File: src/rtl/vga_pkg.sv
// Shared types and helpers for the VGA framebuffer path.
package vga_pkg;

    typedef logic [11:0] color_t;

    // Per-access tag that travels alongside the RAM read latency.
    typedef struct packed {
        logic disp;
        logic rd;
        logic oob;
    } tag_t;

    // Linear framebuffer address of pixel (x, y) for a row width of w pixels.
    function automatic logic [31:0] fb_addr(input logic [15:0] x, input logic [15:0] y,
                                            input int unsigned w);
        return (32'(y) * w) + 32'(x);
    endfunction

endpackage

File: src/rtl/vga_fb_rr2.sv
// Two-requester round-robin: the requester not granted last time wins a tie.
module vga_fb_rr2 (
    input  logic       clk,
    input  logic       res,
    input  logic [1:0] req,
    input  logic       advance,
    output logic [1:0] grant
);

    // 1 when the last completed handshake went to requester 1.
    logic last_grant;

    // Remember who won the last completed handshake; after reset requester 0 wins first.
    always_ff @(posedge clk) begin
        if (res) begin
            last_grant <= 1'b1;
        end else if (advance) begin
            last_grant <= grant[1];
        end
    end

    // Grant the lone requester, or the one not served last on a tie.
    always_comb begin
        grant    = 2'b00;
        grant[0] = req[0] & (~req[1] | last_grant);
        grant[1] = req[1] & (~req[0] | ~last_grant);
    end

endmodule

File: src/rtl/vga_fb_arbiter.sv
// Shares a single-port framebuffer RAM between display scanout and a CPU port.
module vga_fb_arbiter
    import vga_pkg::*;
#(
    parameter int unsigned FB_WIDTH  = 640,
    parameter int unsigned FB_HEIGHT = 480,
    parameter int unsigned ADDR_W    = 19
) (
    input  logic              clk,
    input  logic              res,
    input  logic              disp_req,
    input  logic [15:0]       disp_x,
    input  logic [15:0]       disp_y,
    output color_t            disp_color,
    output logic              disp_valid,
    input  logic              wr_valid,
    output logic              wr_ready,
    input  logic [ADDR_W-1:0] wr_addr,
    input  color_t            wr_data,
    input  logic              rd_valid,
    output logic              rd_ready,
    input  logic [ADDR_W-1:0] rd_addr,
    output color_t            rd_data,
    output logic              rd_rvalid,
    output logic              oob_err,
    output logic              mem_en,
    output logic              mem_we,
    output logic [ADDR_W-1:0] mem_addr,
    output color_t            mem_wdata,
    input  color_t            mem_rdata
);

    localparam int unsigned FB_PIXELS = FB_WIDTH * FB_HEIGHT;

    logic [1:0]        grant;
    logic              cpu_slot_c;
    logic              wr_hs_c;
    logic              rd_hs_c;
    logic              disp_in_c;
    logic              wr_oob_c;
    logic              rd_oob_c;
    logic [ADDR_W-1:0] disp_addr_c;
    tag_t              tag0;
    tag_t              tag1;

    vga_fb_rr2 u_rr (
        .clk     (clk),
        .res     (res),
        .req     ({rd_valid, wr_valid}),
        .advance (wr_hs_c | rd_hs_c),
        .grant   (grant)
    );

    // Slot decision: display owns the cycle outright, otherwise CPU ports share it.
    always_comb begin
        cpu_slot_c  = ~res & ~disp_req;
        wr_ready    = cpu_slot_c & (~rd_valid | grant[0]);
        rd_ready    = cpu_slot_c & (~wr_valid | grant[1]);
        wr_hs_c     = wr_valid & wr_ready;
        rd_hs_c     = rd_valid & rd_ready;
        disp_in_c   = (32'(disp_x) < FB_WIDTH) && (32'(disp_y) < FB_HEIGHT);
        disp_addr_c = ADDR_W'(fb_addr(disp_x, disp_y, FB_WIDTH));
        wr_oob_c    = 32'(wr_addr) >= FB_PIXELS;
        rd_oob_c    = 32'(rd_addr) >= FB_PIXELS;
    end

    // Issue register, two-stage tag pipeline and return steering.
    always_ff @(posedge clk) begin
        if (res) begin
            mem_en     <= 1'b0;
            mem_we     <= 1'b0;
            mem_addr   <= '0;
            mem_wdata  <= '0;
            tag0       <= '0;
            tag1       <= '0;
            disp_valid <= 1'b0;
            disp_color <= '0;
            rd_rvalid  <= 1'b0;
            rd_data    <= '0;
            oob_err    <= 1'b0;
        end else begin
            mem_en <= 1'b0;
            mem_we <= 1'b0;
            tag0   <= '0;
            if (disp_req) begin
                // Off-screen pixels skip the RAM but still return black in order.
                tag0 <= '{disp: 1'b1, rd: 1'b0, oob: ~disp_in_c};
                if (disp_in_c) begin
                    mem_en   <= 1'b1;
                    mem_addr <= disp_addr_c;
                end
            end else if (wr_hs_c) begin
                if (wr_oob_c) begin
                    oob_err <= 1'b1;
                end else begin
                    mem_en    <= 1'b1;
                    mem_we    <= 1'b1;
                    mem_addr  <= wr_addr;
                    mem_wdata <= wr_data;
                end
            end else if (rd_hs_c) begin
                tag0 <= '{disp: 1'b0, rd: 1'b1, oob: rd_oob_c};
                if (rd_oob_c) begin
                    oob_err <= 1'b1;
                end else begin
                    mem_en   <= 1'b1;
                    mem_addr <= rd_addr;
                end
            end

            tag1       <= tag0;
            disp_valid <= tag1.disp;
            disp_color <= (tag1.disp && !tag1.oob) ? mem_rdata : '0;
            rd_rvalid  <= tag1.rd;
            if (tag1.rd) begin
                rd_data <= tag1.oob ? '0 : mem_rdata;
            end
        end
    end

endmodule

File: config.mk
export PLATFORM = sky130hd
export DESIGN_NAME = vga_fb_arbiter
export DESIGN_NICKNAME = d
export VERILOG_FILES = /design/src/rtl/vga_pkg.sv /design/src/rtl/vga_fb_rr2.sv /design/src/rtl/vga_fb_arbiter.sv
export SDC_FILE = /design/constraint.sdc
export NUM_CORES = 1
export LEC_CHECK = 0
export ABC_AREA = 1
export CAP_MARGIN = 25
export CORE_MARGIN = 5
export CORE_UTILIZATION = 43
export DETAILED_ROUTE_END_ITERATION = 8
export PLACE_DENSITY = 0.82
export RECOVER_POWER = 100
export REMOVE_ABC_BUFFERS = 1
export SYNTH_ARGS = -nofsm -noshare
export SYNTH_HDL_FRONTEND = slang
export SYNTH_HIERARCHICAL = 1
export SYNTH_SLANG_ARGS = --single-unit
File: constraint.sdc
create_clock -name clk -period 3.44 [get_ports clk]
set_clock_uncertainty 0.05 [all_clocks]
set_input_delay 0.516 -clock clk [delete_from_list [all_inputs] [get_ports clk]]
set_output_delay 0.516 -clock clk [all_outputs]
set_load 0.005 [all_outputs]
==> summary.txt <==
Yosys
  • Yosys top cell area share: a little over a third
  • Predominant post-synthesis flop cell: dfxtp_1
  • Syn. warnings: 6
  • Seq/Total Area, Yosys: between 30 and 40%
  • Syn Inst Count: around 540
  • Async SR Flop Fraction: 0%
  • FF+latch count, synth: between 60 and 70
  • Post-synth EDFFs: 0
  • Avg Synthesized Cell Area: approximately 7 um^2
  • Synth top area cells: dfxtp_1 36%, nand2_1 14%, ha_1 9.1%
  • Mapped cell area: 3700 um^2
  • Largest area contributor in the netlist: dfxtp_1
  • Yosys cell types: 38

Power and ir drop
  • Maximum vdd drop: roughly 0.19 mV
  • Total leakage power: ~2.6 nW
  • Power per cell area: 362 nW/um^2

CTS
  • CTS root buffer: clkbuf_8
  • Clock-pin slew on the worst setup and hold paths: 0.07 ns
  • Worst-Skew Late Latency: 0.32 ns
  • Cts repair resizes: 0
  • Depth of the CTS H-tree: 3
  • Clock buffer depth: 2
  • TritonCTS clock tree: done
  • Post-CTS Setup Repair Bufs: 0
  • Sinks on Clock Net: 67
  • Hold-fix buffer count after cts: 0
  • CTS buffer count: 9

Global route
  • First-pass GRT wire length: between 15,000 and 20,000 um
  • Vias in the first global route: approximately 3,900
  • Largest net degree at the start of global routing: between 40 and 50
  • Initial antenna violation count: 0
  • GRT Total Usage: about a fifth
  • Grt ovf: 0

Place
  • Port bufs: 160
  • Area after DPL: 5370 um^2
  • Post-DP HPWL: slightly below 9000 um
  • Pre-CTS setup slack: -0.0103 ns
  • Placer Congestion: between 0.8 and 0.9

Critical path
  • CP Data Required Time: between 3 and 4 ns
  • Worst Path Arrival: 3.32 ns
  • Crit. End Element: flip-flop
  • CP top delay family: adder cells
  • Worst reg2reg path endpoint: mem_addr[11]$_SDFFE_PP0P_
  • Crit path largest cell delay: ~0.46 ns
  • Crit-path most repeated cell: nand2_1
  • Crit Reg-Reg Startpoint: u_rr/last_grant$_SDFFE_PP1P_
  • CP startpoint kind: primary input
  • CP cell instances: clkdlybuf4s50_1 -> ha_1 -> ha_1 -> fa_1 -> nand2_1 -> nand2_1 -> nand2_1 -> xnor2_1 -> ha_1 -> nand2_1 -> nor2_1 -> nand2_1 -> nand3_1 -> nand2_1 -> nand2_1 -> nand2_1 -> nand2_1 -> nand3_1 -> a21oi_1
  • Slowest-stage cell, CP: clkdlybuf4s50_1
  • CP Class: in -> reg
  • Crit Path Max Fanout: 5
  • R2R Setup Slk: approximately 0.84 ns
  • Buf/Inv on CP: 1
  • Worst r2r path cells: 12

Routing
  • Via/cell ratio: 5.09
  • Post-route ant nets: 0
  • DR iter-0 viols: 197
  • # DRC: 0
  • Total Routed Length: 11,000 um
  • Total iterations of the first detailed-routing run: 5
  • Total number of vias: a little over 4,000
  • Routed WL per cell: 13.7 um

Layout
  • Nets: a little over 800
  • Design area: about 5600 um^2
  • Layout cells sized above 1: 4.31%
  • P&R area growth vs syn: 50.2%
  • Antenna Cells: 0

Timing
  • Setup TNS: 0 ns
  • Final WS setup: about 0.32 ns
  • Final Cycle Share: around 91%
  • Period minus WS final: between 3 and 4 ns
  • Worst slew pin tran: around 1.9 ns
  • Setup violators final: 0
  • Fin. max-slew vios: 44
  • Unrepaired setup endpoints after global routing: false
  • Rel. slew slack: -27.0%
  • Max Fclk: between 0.3 and 0.4 GHz
  • Final Hold Vio Count: 0

Job
  • Maxcap violations: 1

Min path
  • Hold Path Stages: 2
  • Hold Path Sink: tag1[1]$_SDFF_PP0_
  • Hold WC Path Type: reg -> reg
  • Hold wc startpoint: tag0[1]$_SDFF_PP0_

Die
  • Row count: 33
  • Ports: 161
  • Core area: between 8000 and 9000 um^2
  • Die width: about 100 um
  • Die H: roughly 100 um
  • Die area: 10,600 um^2
  • Initial core utilization: between 40 and 50%

Run status
  • Failing checks: capacitance limit, slew limit
  • Status: complete, but fails checks
[area by class of cell]
cell class                      count  area, um^2
Clock buffer                        9         124
Clock inverter                      7        75.1
Fill cell                         717        2730
Inverter                           56         210
Multi-Input combinational cell    392        2050
Sequential cell                    67        1340
Tap cell                          105         131
Timing Repair Buffer              165        1630
[layout by cell type (no fill, tap or decap), types with 3 or more instances in the layout]
cell	synthesis	routed
nand2_1	143	143
clkdlybuf4s50_1	0	96
dfxtp_1	67	67
nor2_1	63	63
dlygate4sd3_1	0	63
a21oi_1	56	56
inv_1	54	55
nand3_1	29	29
o21ai_0	26	28
ha_1	27	27
a31oi_1	10	10
clkbuf_8	0	9
xor2_1	4	4
buf_4	1	4
nor2_2	3	3
or2_2	3	3
[worst reg2reg max path: stages (launching register included)]
cell,delay (ns)
dfxtp_1,0.35
inv_1,0.04
a21boi_0,0.15
inv_1,0.05
nand2_1,0.09
nand3_2,0.26
inv_1,0.63
nor2_2,0.13
nand2_1,0.13
nand3_1,0.10
buf_4,0.24
o21ai_0,0.20
nor2_1,0.06
[synth_stat cells, types with 3 or more instances]
cell	instances
clkbuf_1	11
nand3_1	29
a21oi_1	56
buf_2	7
nor2_2	3
xor2_1	4
nand2_1	143
or2_2	3
a31oi_1	10
ha_1	27
inv_1	54
nor2_1	63
dfxtp_1	67
o21ai_0	26
[registers in the layout (all words and copies together), names as in the netlist]
register         cells
oob_err              1
mem_we               1
mem_wdata           12
u_rr/last_grant      1
rd_data             12
tag0                 3
disp_valid           1
mem_en               1
disp_color          12
mem_addr            19
rd_rvalid            1
tag1                 3
[per-stage QoR]
| step | std cells | util, % | total power [mW] | hold slack, ns |
|---|---|---|---|---|
| floorplan | 515 | - | 1.13 | 0.338 |
| global placement | 785 | 64.7 | 1.38 | 0.343 |
| detailed placement | 785 | 64.7 | 1.39 | 0.345 |
| CTS | 801 | 67.1 | 2.04 | 0.356 |
| global route | 801 | 67.1 | 2.15 | 0.382 |
| finish | 801 | 67.1 | 2.01 | 0.352 |
[worst max-delay path by stage]
stage | endpoint | slack, ns | cells after the start | start
final | mem_addr[17]$_SDFFE_PP0P_ | 0.32 | 19 | disp_y[1]
after global routing | mem_addr[17]$_SDFFE_PP0P_ | 0.05 | 12 | wr_valid
after CTS | mem_addr[17]$_SDFFE_PP0P_ | 0.33 | 19 | disp_y[1]
after detailed placement | mem_addr[17]$_SDFFE_PP0P_ | -0.01 | 19 | disp_y[1]
after global placement | mem_addr[17]$_SDFFE_PP0P_ | 0.06 | 19 | disp_y[1]
after floorplan | mem_addr[17]$_SDFFE_PP0P_ | 0.67 | 18 | disp_y[1]
[per-layer routing]
metal / part of all wire, % / track usage [%] / vias up
met5: 0 / 0 / -
met2: 46 / 35.2 / 196
met4: 2.1 / 6.18 / 0
li1: - / - / 2037
met1: 41 / 25.4 / 1823
met3: 11 / 6.90 / 23
[power breakdown]
part	total (mW)	switching (mW)	internal, mW	leakage [nW]
Combinational	0.557	0.288	0.269	1.98
Sequential	0.813	0.0121	0.801	0.544
Clock	0.642	0.303	0.340	0.104
[kinds of logic (layout without fill, tap and decap cells)]
kind of cell | Yosys count | in the layout | synth area share (%)
AO/OA/AOI/OAI | 105 | 105 | 15.7
XOR/XNOR | 6 | 6 | 1.42
adder cells (fa/ha/maj) | 29 | 29 | 10.2
buffers and inverters | 77 | 237 | 8.34
flip-flops | 67 | 67 | 36.2
AND/OR/NAND/NOR | 252 | 252 | 28.2
(Power assumes the default switching activity.)
